===== config.mk =====
export PLATFORM = sky130hd
export DESIGN_NAME = agc_spi_sched
export DESIGN_NICKNAME = d
export VERILOG_FILES = /design/src/rtl/agc_spi_pkg.sv /design/src/rtl/agc_spi_clkdiv.sv /design/src/rtl/agc_spi_sched.sv
export SDC_FILE = /design/constraint.sdc
export NUM_CORES = 1
export LEC_CHECK = 0
export ABC_AREA = 1
export BUFFER_PORTS_ARGS = -buffer_cell sky130_fd_sc_hd__buf_2
export CORE_ASPECT_RATIO = 2
export CORE_MARGIN = 2
export CORE_UTILIZATION = 54
export CTS_BUF_LIST = sky130_fd_sc_hd__clkbuf_4
export DETAILED_ROUTE_END_ITERATION = 7
export GPL_TIMING_DRIVEN = 0
export PLACE_DENSITY = 0.85
export SLEW_MARGIN = 20
export SYNTH_ARGS = -nofsm -noshare
export SYNTH_HDL_FRONTEND = slang
export SYNTH_SLANG_ARGS = --single-unit
export TNS_END_PERCENT = 50

===== constraint.sdc =====
create_clock -name main_clk -period 1.5 [get_ports main_clk]
set_input_delay 0.3 -clock main_clk [delete_from_list [all_inputs] [get_ports main_clk]]
set_output_delay 0.3 -clock main_clk [all_outputs]
set_load 0.005 [all_outputs]

===== src/rtl/agc_spi_pkg.sv =====
// Shared types and defaults for the AGC SPI scheduler: FSM states, frame layout, default divider.
package agc_spi_pkg;

    typedef enum logic [2:0] {
        ST_IDLE,
        ST_SETUP,
        ST_SHIFT,
        ST_HOLD,
        ST_GAP
    } state_t;

    // Frame layout on the wire, MSB first: {R1W0, addr[6:0], data[7:0]}
    typedef struct packed {
        logic       rw;
        logic [6:0] addr;
        logic [7:0] data;
    } frame_t;

    localparam int unsigned DEFAULT_CLK_DIV = 4;

endpackage


===== src/rtl/agc_spi_clkdiv.sv =====
// SCLK generator: toggles every CLK_DIV cycles while enabled, idles low, and flags the edge
// about to happen so the scheduler can act on the same main_clk edge.
module agc_spi_clkdiv
    import agc_spi_pkg::*;
#(
    parameter int unsigned CLK_DIV = DEFAULT_CLK_DIV
) (
    input  logic clk,
    input  logic rst,
    input  logic en,
    output logic sclk,
    output logic rise,
    output logic fall
);

    localparam int unsigned CW = $clog2(CLK_DIV);
    localparam logic [CW-1:0] LAST = CW'(CLK_DIV - 1);

    logic [CW-1:0] cnt;
    logic          wrap;

    assign wrap = en && (cnt == LAST);
    assign rise = wrap && !sclk;
    assign fall = wrap && sclk;

    always_ff @(posedge clk) begin
        if (rst || !en) begin
            cnt  <= '0;
            sclk <= 1'b0;
        end else if (wrap) begin
            cnt  <= '0;
            sclk <= ~sclk;
        end else begin
            cnt  <= cnt + 1'b1;
        end
    end

endmodule


===== src/rtl/agc_spi_sched.sv =====
// Two-requester round-robin SPI frame scheduler for the AGC loops.
// Optional readback (SDIO turnaround, MISO capture) is built when AGC_SPI_READBACK_EN is defined.
module agc_spi_sched
    import agc_spi_pkg::*;
#(
    parameter int unsigned CLK_DIV    = DEFAULT_CLK_DIV,
    parameter int unsigned FRAME_BITS = 16
) (
    input  logic        main_clk,
    input  logic        reg_reset,
    input  logic        req_a,
    input  logic        req_b,
    input  logic [15:0] cmd_a,
    input  logic [15:0] cmd_b,
    output logic        gnt_a,
    output logic        gnt_b,
    output logic        busy,
    output logic        done,
    output logic [7:0]  rd_data,
    output logic        rd_valid,
    output logic        spi_sclk,
    output logic        spi_csa_n,
    output logic        spi_csb_n,
    output logic        spi_mosi,
    input  logic        spi_miso,
    output logic        sdio_t
);

    localparam int unsigned PW = $clog2(2 * CLK_DIV);
    localparam logic [PW-1:0] DIV_LAST = PW'(CLK_DIV - 1);
    localparam logic [PW-1:0] GAP_LAST = PW'(2 * CLK_DIV - 1);
    localparam logic [4:0]    BIT_LAST = 5'(FRAME_BITS - 1);

    state_t        state, state_d;
    logic [PW-1:0] pcnt;
    logic [4:0]    bit_cnt;
    logic [15:0]   sh;
    logic [15:0]   cmd_sel;
    logic          sel_b, prio_b;
    logic          grant_a, grant_b, hold_exit;
    logic          shifting, cs_active;
    logic          sclk_rise, sclk_fall;

    agc_spi_clkdiv #(.CLK_DIV(CLK_DIV)) u_clkdiv (
        .clk  (main_clk),
        .rst  (reg_reset),
        .en   (shifting),
        .sclk (spi_sclk),
        .rise (sclk_rise),
        .fall (sclk_fall)
    );

    assign shifting  = (state == ST_SHIFT);
    assign cs_active = (state == ST_SETUP) || (state == ST_SHIFT) || (state == ST_HOLD);
    assign busy      = (state != ST_IDLE);
    assign spi_csa_n = !(cs_active && !sel_b);
    assign spi_csb_n = !(cs_active && sel_b);
    assign spi_mosi  = cs_active && sh[15];
    assign cmd_sel   = grant_b ? cmd_b : cmd_a;

    always_ff @(posedge main_clk) begin
        if (reg_reset) state <= ST_IDLE;
        else           state <= state_d;
    end

    always_comb begin
        state_d   = state;
        grant_a   = 1'b0;
        grant_b   = 1'b0;
        hold_exit = 1'b0;
        case (state)
            ST_IDLE: begin
                // prio_b set means A was served last, so B wins a tie
                grant_a = req_a && (!req_b || !prio_b);
                grant_b = req_b && (!req_a || prio_b);
                if (req_a || req_b) state_d = ST_SETUP;
            end
            ST_SETUP: if (pcnt == DIV_LAST) state_d = ST_SHIFT;
            ST_SHIFT: if (sclk_fall && bit_cnt == BIT_LAST) state_d = ST_HOLD;
            ST_HOLD: begin
                if (pcnt == DIV_LAST) begin
                    hold_exit = 1'b1;
                    state_d   = ST_GAP;
                end
            end
            ST_GAP:   if (pcnt == GAP_LAST) state_d = ST_IDLE;
            default:  state_d = ST_IDLE;
        endcase
    end

    always_ff @(posedge main_clk) begin
        if (reg_reset || state_d != state) pcnt <= '0;
        else                               pcnt <= pcnt + 1'b1;
    end

    always_ff @(posedge main_clk) begin
        if (reg_reset) begin
            gnt_a   <= 1'b0;
            gnt_b   <= 1'b0;
            done    <= 1'b0;
            prio_b  <= 1'b0;
            sel_b   <= 1'b0;
            sh      <= '0;
            bit_cnt <= '0;
        end else begin
            gnt_a <= grant_a;
            gnt_b <= grant_b;
            done  <= hold_exit;
            if (grant_a || grant_b) begin
                sh      <= cmd_sel;
                sel_b   <= grant_b;
                prio_b  <= grant_a;
                bit_cnt <= '0;
            end else if (shifting && sclk_fall) begin
                sh      <= {sh[14:0], 1'b0};
                bit_cnt <= bit_cnt + 1'b1;
            end
        end
    end

`ifdef AGC_SPI_READBACK_EN
    localparam logic [4:0] SDIO_FALL   = 5'(FRAME_BITS / 2 - 1);
    localparam logic [4:0] SAMPLE_FROM = 5'(FRAME_BITS / 2);

    logic       is_rd, sdio_q, rd_valid_q;
    logic [7:0] rd_shift, rd_data_q;

    always_ff @(posedge main_clk) begin
        if (reg_reset) begin
            is_rd      <= 1'b0;
            sdio_q     <= 1'b0;
            rd_valid_q <= 1'b0;
            rd_shift   <= '0;
            rd_data_q  <= '0;
        end else begin
            rd_valid_q <= hold_exit && is_rd;
            if (grant_a || grant_b) begin
                is_rd  <= frame_t'(cmd_sel).rw;
                sdio_q <= 1'b0;
            end
            if (shifting && sclk_fall && bit_cnt == SDIO_FALL && is_rd) sdio_q <= 1'b1;
            if (shifting && sclk_rise && bit_cnt >= SAMPLE_FROM)
                rd_shift <= {rd_shift[6:0], spi_miso};
            if (hold_exit) begin
                sdio_q <= 1'b0;
                if (is_rd) rd_data_q <= rd_shift;
            end
        end
    end

    assign sdio_t   = sdio_q;
    assign rd_valid = rd_valid_q;
    assign rd_data  = rd_data_q;
`else
    // MISO and the rise strobe have no consumer in a write-only build
    logic unused_rb;
    assign unused_rb = spi_miso ^ sclk_rise;

    assign sdio_t   = 1'b0;
    assign rd_valid = 1'b0;
    assign rd_data  = '0;
`endif

endmodule


==> run metrics <==
minimum clock period around 1.4 ns; Hold Crit Class in -> reg; most common cell after layout, fill and taps aside nand2_1; vias post-DR around 2000; Filler cells between 300 and 400; # DRC 0; largest cells by area after synthesis dfxtp_1, nand2_1, nand3_1, inv_1, a21oi_1; die height about 90 um; Die Wd roughly 48 um; CTS Buf Count 5; Final Skew between 0.01 and 0.015 ns; crit path capture type output pin; share of the synthesized area in the top cell type about a third; fmax ~690 MHz; initial DRC count between 40 and 50; Synth area leader dfxtp_1; RSZ-0062 raised after global routing yes; WHS approximately 0.24 ns; Pwr Density roughly 940 nW/um2; drt wl/cell ~11 um; largest net degree at the start of global routing 13; leakage around 0.0013 uW; WHS Endpoint state[0]$_SDFF_PP0_; CP max FO 5; Gate Count Post-Synth approximately 290; r2r worst-path depth 8; Cell Rows 31; Layout Nets roughly 400; Final Util between 60 and 70%; fin. max-slew vios 0; gr ovfl total 0; synthesized area slightly above 2000 um2; clk slew on worst S/H paths between 0.1 and 0.15 ns; worst r2r src state[2]$_SDFF_PP0_; CTS Sinks 35; final setup fails 0; CP Launch Type flop; first-pass GRT wire length a little under 8000 um; Tot GR Track Use roughly a quarter; Non-Filler Instances between 400 and 500; post-route ant nets 0; initial core utilization around 56%; most frequent cells in the layout nand2_1, buf_2, inv_1; Hold Path Depth 2; root buf cell clkbuf_4; TritonRoute pass-1 iters 5; initial antenna violation count 0; r2r setup slk about 0.12 ns; # IOs between 50 and 60; CP Data Arrival Time between 1 and 1.5 ns; Seq/Total Area, Yosys between 30 and 40%; placed insts between 300 and 400; Routed WL roughly 4500 um; Area Overhead vs Synth 22.1%; Setup CP Type reg -> out; Synth cell types 32; Final Hold Viols 0; Diodes inserted 0; Vias/cell around 5; maximum root-to-sink buffer count 2; Max-Cap Viols 0; VDD IR max approximately 0.00091 V; clock latency on the worst-skew pair ~0.36 ns; sequential cell area between 700 and 800 um2; fraction of layout cells with a size suffix above 1 28.1%; dpl hpwl between 3000 and 4000 um; yosys warns 0; critical path data required time between 1 and 1.5 ns; worst hold start reg_reset; area of the multi-input gates between 1000 and 1500 um2; core area between 3000 and 4000 um2; hold_buf cts 0; status completed; H-tree levels 2; Seq cells post-synth 35; CTS tree built; Syn Area/Cell approximately 7 um2; gpl congestion between 0.8 and 0.9; vias in the first global route a little under 2000; full die area approximately 4400 um2; Tcrit/Tclk final between 90% and 100%; Final Cell Area approximately 2500 um2; dpl cell area around 2400 um2; port bufs 42; capturing point of the worst reg2reg path sh[6]$_SDFFE_PP0P_
[layout make-up]
type,count,area share [%]
buffer,23,6.97
clock buffer,5,1.49
tap,49,2.44
multi-input combinational,193,42.2
sequential,35,28.2
inverter,51,7.71
timing repair buffer,42,8.36
clock inverter,3,2.69
[how the worst max path moves through the flow]
stage / startpoint / endpoint / depth (start not counted)
2_1_floorplan: pcnt[0]$_SDFF_PP0_ / pcnt[0]$_SDFF_PP0_ / 10
3_3_place_gp: bit_cnt[0]$_SDFFE_PP0P_ / pcnt[0]$_SDFF_PP0_ / 9
3_5_place_dp: bit_cnt[0]$_SDFFE_PP0P_ / pcnt[0]$_SDFF_PP0_ / 9
4_1_cts: state[0]$_SDFF_PP0_ / spi_csb_n / 4
5_1_grt: state[0]$_SDFF_PP0_ / spi_csa_n / 4
6_report: state[0]$_SDFF_PP0_ / busy / 3
[Yosys cell counts, drive strengths merged]
cell type and n:
nor3 4, inv 50, nor3b 1, dfxtp 35
a211oi 1, a31oi 1, nand3 39, buf 21
o211ai 1, o22ai 2, conb 1, xnor2 1
clkinv 1, nand2 53, a21oi 25, o21ai 18
ha 6, nor2 16, clkbuf 2, nand3b 15
[logic make-up after synthesis]
logic type,count (synthesis),share of synthesized area [%]
compound gates,48,12.6
xor+xnor,1,0.425
fa+ha+maj,6,3.65
buf+inv,74,17.6
flops,35,34.0
other cells,1,0.182
simple gates,128,31.5
[state kept, by name, summed over array words and instances, names as in the netlist]
register	flops
sel_b	1
bit_cnt	5
done	1
prio_b	1
gnt_b	1
pcnt	3
state	3
u_clkdiv.sclk	1
sh	16
gnt_a	1
u_clkdiv.cnt	2
[timing repair]
action	CTS	global route
buffers inserted	0	0
gates resized for setup	3	16
setup endpoints to repair	4	18
[worst max-delay path, cell delays in order (launching register included)]
cell and delay, ns:
dfxtp_2 0.37, nor2_4 0.21, nand2_1 0.08, buf_2 0.13
[per-layer routing]
metal	vias to the layer above	share of wire [%]	GRT usage, %	routed length (um)
met5	-	0	0	0
met4	0	2.6	11.0	117
met3	11	3.9	4.97	175
met2	51	58	43.1	2630
met1	907	36	23.6	1610
li1	1038	-	-	-
[metrics by stage]
stage | setup slack (ns) | power, uW | setup TNS (ns)
final | 0.0601 | 2360 | 0
after global routing | -0.00505 | 2490 | -0.00505
after CTS | 0.00233 | 2360 | 0
after detailed placement | -0.00540 | 1500 | -0.00540
after global placement | 0.0959 | 1490 | 0
after floorplan | 0.238 | 1370 | 0
[report_power, final]
| group | switching, uW | leakage, uW | internal [uW] | total, uW |
|---|---|---|---|---|
| logic | 268 | 0.000951 | 207 | 475 |
| registers | 31.5 | 0.000289 | 992 | 1020 |
| clock network | 344 | 0.0000514 | 518 | 862 |
Note: power is estimated with default switching activity, not from simulation.
